### src/rtl/fetch_unit.sv
// Instruction-fetch stage: owns the architectural PC, keeps at most one
// instruction-memory request outstanding and hands {instr, pc} to decode
// over a valid/ready handshake. An ALU redirect flushes any fetch in flight.
// Optional feature macro: FETCH_MISALIGN_TRAP_EN (misaligned redirect target
// raises sticky fetch_misalign and halts fetching until reset).
module fetch_unit #(
    parameter logic [31:0] RESET_PC = 32'h0000_0000
) (
    input  logic        clk,
    input  logic        rst_n,
    output logic        imem_req_valid,
    output logic [31:0] imem_req_addr,
    input  logic        imem_req_ready,
    input  logic        imem_resp_valid,
    input  logic [31:0] imem_resp_data,
    input  logic        redirect_valid,
    input  logic [31:0] redirect_pc,
    output logic        if_valid,
    output logic [31:0] if_instr,
    output logic [31:0] if_pc,
    input  logic        if_ready
`ifdef FETCH_MISALIGN_TRAP_EN
    ,
    output logic        fetch_misalign
`endif
);

    typedef enum logic [1:0] {
        S_IDLE,
        S_REQ,
        S_WAIT
    } state_t;

    state_t      r_state, w_state_nxt;
    logic [31:0] r_pc, w_pc_nxt;
    logic [31:0] r_req_pc, w_req_pc_nxt;
    logic [31:0] r_if_instr, w_if_instr_nxt;
    logic [31:0] r_if_pc, w_if_pc_nxt;
    logic        r_if_valid, w_if_valid_nxt;
    logic        r_drop, w_drop_nxt;
    logic        w_req_fire;
    logic        w_halt;
    logic        w_bad_target;
    logic [31:0] w_redirect_tgt;

`ifdef FETCH_MISALIGN_TRAP_EN
    logic        r_misalign, w_misalign_nxt;

    // A misaligned target is trapped rather than fixed up.
    assign w_halt         = r_misalign;
    assign w_bad_target   = (redirect_pc[1:0] != 2'b00);
    assign w_redirect_tgt = redirect_pc;
    assign w_misalign_nxt = r_misalign | (redirect_valid && w_bad_target);
    assign fetch_misalign = r_misalign;
`else
    // Without the trap, the low two target bits are simply cleared.
    assign w_halt         = 1'b0;
    assign w_bad_target   = 1'b0;
    assign w_redirect_tgt = redirect_pc & ~32'h3;
`endif

    assign imem_req_valid = (r_state == S_REQ) && !redirect_valid &&
                            (!r_if_valid || if_ready);
    assign imem_req_addr  = r_pc;
    assign w_req_fire     = imem_req_valid && imem_req_ready;

    assign if_valid = r_if_valid;
    assign if_instr = r_if_instr;
    assign if_pc    = r_if_pc;

    // Next-state and datapath updates; a redirect overrides every other event.
    always_comb begin
        w_state_nxt    = r_state;
        w_pc_nxt       = r_pc;
        w_req_pc_nxt   = r_req_pc;
        w_if_instr_nxt = r_if_instr;
        w_if_pc_nxt    = r_if_pc;
        w_if_valid_nxt = r_if_valid;
        w_drop_nxt     = r_drop;

        if (w_halt) begin
            w_state_nxt = S_IDLE;
        end else if (redirect_valid) begin
            w_pc_nxt       = w_redirect_tgt;
            w_if_valid_nxt = 1'b0;
            case (r_state)
                S_IDLE: w_state_nxt = S_REQ;
                S_REQ:  w_state_nxt = S_REQ;
                S_WAIT: begin
                    // A response landing with the redirect is itself the stale one.
                    if (imem_resp_valid) begin
                        w_drop_nxt  = 1'b0;
                        w_state_nxt = S_REQ;
                    end else begin
                        w_drop_nxt  = 1'b1;
                    end
                end
                default: w_state_nxt = S_IDLE;
            endcase
            if (w_bad_target) begin
                w_drop_nxt  = 1'b0;
                w_state_nxt = S_IDLE;
            end
        end else begin
            if (r_if_valid && if_ready) begin
                w_if_valid_nxt = 1'b0;
            end
            case (r_state)
                S_IDLE: w_state_nxt = S_REQ;
                S_REQ: begin
                    if (w_req_fire) begin
                        w_req_pc_nxt = r_pc;
                        w_state_nxt  = S_WAIT;
                    end
                end
                S_WAIT: begin
                    if (imem_resp_valid) begin
                        w_state_nxt = S_REQ;
                        if (r_drop) begin
                            w_drop_nxt = 1'b0;
                        end else begin
                            w_if_instr_nxt = imem_resp_data;
                            w_if_pc_nxt    = r_req_pc;
                            w_if_valid_nxt = 1'b1;
                            w_pc_nxt       = r_req_pc + 32'd4;
                        end
                    end
                end
                default: w_state_nxt = S_IDLE;
            endcase
        end
    end

    // State and datapath registers with synchronous active-low reset.
    always_ff @(posedge clk) begin
        if (!rst_n) begin
            r_state    <= S_IDLE;
            r_pc       <= RESET_PC;
            r_req_pc   <= '0;
            r_if_instr <= '0;
            r_if_pc    <= '0;
            r_if_valid <= 1'b0;
            r_drop     <= 1'b0;
        end else begin
            r_state    <= w_state_nxt;
            r_pc       <= w_pc_nxt;
            r_req_pc   <= w_req_pc_nxt;
            r_if_instr <= w_if_instr_nxt;
            r_if_pc    <= w_if_pc_nxt;
            r_if_valid <= w_if_valid_nxt;
            r_drop     <= w_drop_nxt;
        end
    end

`ifdef FETCH_MISALIGN_TRAP_EN
    // Sticky misalignment flag, cleared only by reset.
    always_ff @(posedge clk) begin
        if (!rst_n) begin
            r_misalign <= 1'b0;
        end else begin
            r_misalign <= w_misalign_nxt;
        end
    end
`endif

endmodule

### config.mk
export PLATFORM = sky130hd
export DESIGN_NAME = fetch_unit
export DESIGN_NICKNAME = d
export VERILOG_FILES = /design/src/rtl/fetch_unit.sv
export SDC_FILE = /design/constraint.sdc
export NUM_CORES = 1
export LEC_CHECK = 0
export BUFFER_PORTS_ARGS = -buffer_cell sky130_fd_sc_hd__buf_2
export CORE_UTILIZATION = 53
export CTS_BUF_LIST = sky130_fd_sc_hd__clkbuf_8
export DETAILED_ROUTE_END_ITERATION = 10
export PLACE_DENSITY = 0.89
export SYNTH_ARGS = -nofsm -noshare
export SYNTH_HDL_FRONTEND = slang
export SYNTH_SLANG_ARGS = --single-unit
### constraint.sdc
create_clock -name clk -period 2.2 [get_ports clk]
set_input_delay 0.55 -clock clk [delete_from_list [all_inputs] [get_ports clk]]
set_output_delay 0.55 -clock clk [all_outputs]
set_load 0.05 [all_outputs]
==> reports/qor.csv <==
metric;value;unit
drt_iter0_drc;325;
drtAntennaViolNets;0;
switching_share;24.1;%
grt_max_degree;65;
worst-path-max-fanout;3;
syn_nets;787;
rsz0062_at_grt;false;
final_area;0.00693;mm2
fmaxAchievable;486;MHz
track_usage;26.7;%
hold_depth;3;
grt_pass1_vias;4974;
clkPwrFrac;44.7;%
path_clk_slew;0.08;ns
clk_latency;0.43;ns
yosysWarnings;0;
hold_buffers;0;
syn2layout_area_growth;25.5;%
report.final.hold_viol_count;0;
worst-r2r-setup-slack;0.38;ns
total_power;5.25;mW
cts.sinks;132;
netlist_instances;716;
grt.overflow.total;0;
finalSetupTns;0;ns
power_frac_comb;8.1;%
routedWlPerCell;13.8;um
insertedDiodeCount;0;
drt-vias-per-instance;5.31;
required;1.65;ns
synth_cell_types;49;
yosys_register_bits;132;
core-area;0.00995;mm2
cts_resized;0;
cts_buffers;17;
endpoint_kind;primary output;
seq_power_share;47.2;%
io_pins;168;
r2r-start;r_req_pc[11];
hold_start;imem_resp_data[20];
p_int;3.98;mW
clk_path_buf_depth;2;
worst_ep_arrival_time;1.51;ns
avgSynthCellArea;7.71;um2
switching_power;1.27;mW
drtPass1Iterations;7;
start_util;55.5;%
grt_pass1_wl;23.4;mm
timing.final.crit_period;2.06;ns
status;finished clean;
dieWidth;104;um
reg2reg_depth;5;
slew_violations;0;
fin_worst_skew;0.0123;ns
rows;36;
max-slew-margin-rel;69.3;%
dieArea;0.0108;mm2
crit_type;flop to primary output;
hold_class;input port to flop;
r2r_end;imem_req_addr[27];
worst_pin_slew;0.456;ns
peakVddDrop;551;uV
drc;0;
wl;13.9;mm
cts_tree;built;
powerDensity;758;mW/mm2
postCtsSetupRepairBufs;0;
via_count;5360;
placed_cell_area;0.00646;mm2
portBuffers;165;
synthesis.area;0.00552;mm2
start_kind;flop;
final_nets;935;
power_leakage;2.84;nW
min_period_over_period;93.4;%
die_h;104;um
max-cap-violations;0;
root_buffer;clkbuf_8;
h-tree-depth;4;
seq_area_frac_synth;47.8;%
drive_above_1_share;26.1;%
min_to;if_instr[20];
antenna_found_initial;0;
place.gp.congestion;0.843;
setup_viol;0;
dpl.hpwl;9.50;mm
==> power by group through the flow <==
stage	logic (mW)	registers [mW]	clock network, mW
global placement	0.421	2.53	0
detailed placement	0.425	2.53	0
CTS	0.427	2.47	2.37
floorplan	0.166	2.64	0
finish	0.426	2.48	2.35
global route	0.460	2.48	2.49
==> area by class of cell <==
| cell class | instances | area [um2] |
|---|---|---|
| Multi-Input combinational cell | 528 | 2630 |
| Clock inverter | 13 | 205 |
| Tap cell | 133 | 166 |
| Sequential cell | 132 | 2640 |
| Timing Repair Buffer | 183 | 1010 |
| Inverter | 2 | 10.0 |
| Clock buffer | 19 | 262 |
| Fill cell | 823 | 3020 |
==> logic make-up (layout without fill, tap and decap cells) <==
| kind of cell | after synthesis | after routing | synth area share, % |
|---|---|---|---|
| mux | 1 | 1 | 0.204 |
| simple gates | 338 | 338 | 26.6 |
| xor+xnor | 23 | 23 | 3.65 |
| compound gates | 165 | 165 | 16.7 |
| buf+inv | 56 | 217 | 4.76 |
| fa+ha+maj | 1 | 1 | 0.227 |
| flops | 132 | 132 | 47.8 |
==> metal layers <==
metal | part of all wire, % | up-vias | GRT usage, % | wire, um
met5 | 0 | - | 0 | 0
met3 | 6.2 | 31 | 6.77 | 862
li1 | - | 2682 | - | -
met2 | 48 | 214 | 42.9 | 6660
met4 | 2.9 | 0 | 11.9 | 398
met1 | 43 | 2433 | 33.9 | 6020
==> how the worst max path moves through the flow <==
stage,cells after the start,from,to,slack (ns)
floorplan,7,if_valid,r_req_pc[23],0.09
global placement,6,imem_resp_valid,imem_req_addr[29],0.28
detailed placement,6,imem_resp_valid,imem_req_addr[29],0.24
CTS,3,if_valid,imem_req_valid,0.12
global route,3,if_valid,imem_req_valid,0.03
finish,3,if_valid,imem_req_valid,0.14
==> Yosys cell counts, drive strengths merged <==
| cell | number | area share (%) |
|---|---|---|
| nor2 | 56 | 3.9 |
| dlygate4sd1 | 1 | 0.16 |
| o311ai | 2 | 0.32 |
| o22ai | 1 | 0.11 |
| a31oi | 2 | 0.23 |
| buf | 24 | 2.4 |
| mux2 | 1 | 0.20 |
| or2 | 1 | 0.11 |
| and2 | 1 | 0.11 |
| a211oi | 11 | 1.9 |
| nand3 | 12 | 1.1 |
| and4 | 5 | 0.86 |
| nor4 | 5 | 0.68 |
| o22a | 1 | 0.16 |
| dfxtp | 132 | 48 |
| and3 | 3 | 0.36 |
| xnor2 | 8 | 1.3 |
| nor3 | 4 | 0.36 |
| nor2b | 3 | 0.34 |
| nand4 | 9 | 1.6 |
| nand2b | 5 | 0.57 |
| or3 | 1 | 0.11 |
| xor2 | 15 | 2.4 |
| a21oi | 129 | 12 |
| nor4b | 2 | 0.43 |
| inv | 2 | 0.14 |
| a221oi | 5 | 0.79 |
| o31a | 3 | 0.48 |
| ha | 1 | 0.23 |
| nand2 | 228 | 15 |
| nand4bb | 1 | 0.20 |
| clkbuf | 29 | 2.0 |
| a21o | 1 | 0.14 |
| o21ai | 10 | 0.91 |
| and4bb | 2 | 0.45 |
==> per-stage QoR <==
| stage | util, % | std cells | setup slack (ns) | hold slack [ns] |
|---|---|---|---|---|
| after floorplan | - | 716 | 0.0853 | 0.445 |
| after global placement | 64.9 | 978 | 0.280 | 0.438 |
| after detailed placement | 64.9 | 978 | 0.244 | 0.443 |
| after CTS | 69.6 | 1010 | 0.117 | 0.337 |
| after global routing | 69.6 | 1010 | 0.0332 | 0.335 |
| final | 69.6 | 1010 | 0.144 | 0.350 |
==> worst max-delay path, stage by stage, from the launching register on <==
cell	delay, ns
dfxtp_1	0.31
nor2b_1	0.17
nor4b_4	0.27
buf_2	0.33
==> registers in the layout (all words and copies together), names as in the netlist <==
register / flops
if_instr: 32
if_pc: 32
if_valid: 1
imem_req_addr: 32
r_drop: 1
r_req_pc: 32
r_state: 2
==> cells in the final DEF, fill, tap and decap left out, types with 2 or more instances in the layout <==
cell type	count
clkbuf_8	19
o21ai_0	9
nor2b_1	3
a211oi_2	4
nand2b_1	4
a31oi_1	2
nor4_1	4
nand4_4	2
o31a_1	3
bufinv_16	5
buf_4	14
nor2_1	54
clkinv_4	2
a21oi_1	129
xor2_1	15
dfxtp_1	132
nand3_1	12
xnor2_1	8
buf_12	4
and3_1	2
and4bb_1	2
inv_6	2
buf_2	165
nand4_1	7
nand2_1	228
inv_1	3
a221oi_1	5
o311ai_0	2
nor3_1	4
a211oi_1	7
and4_1	3
(Power assumes the default switching activity.)
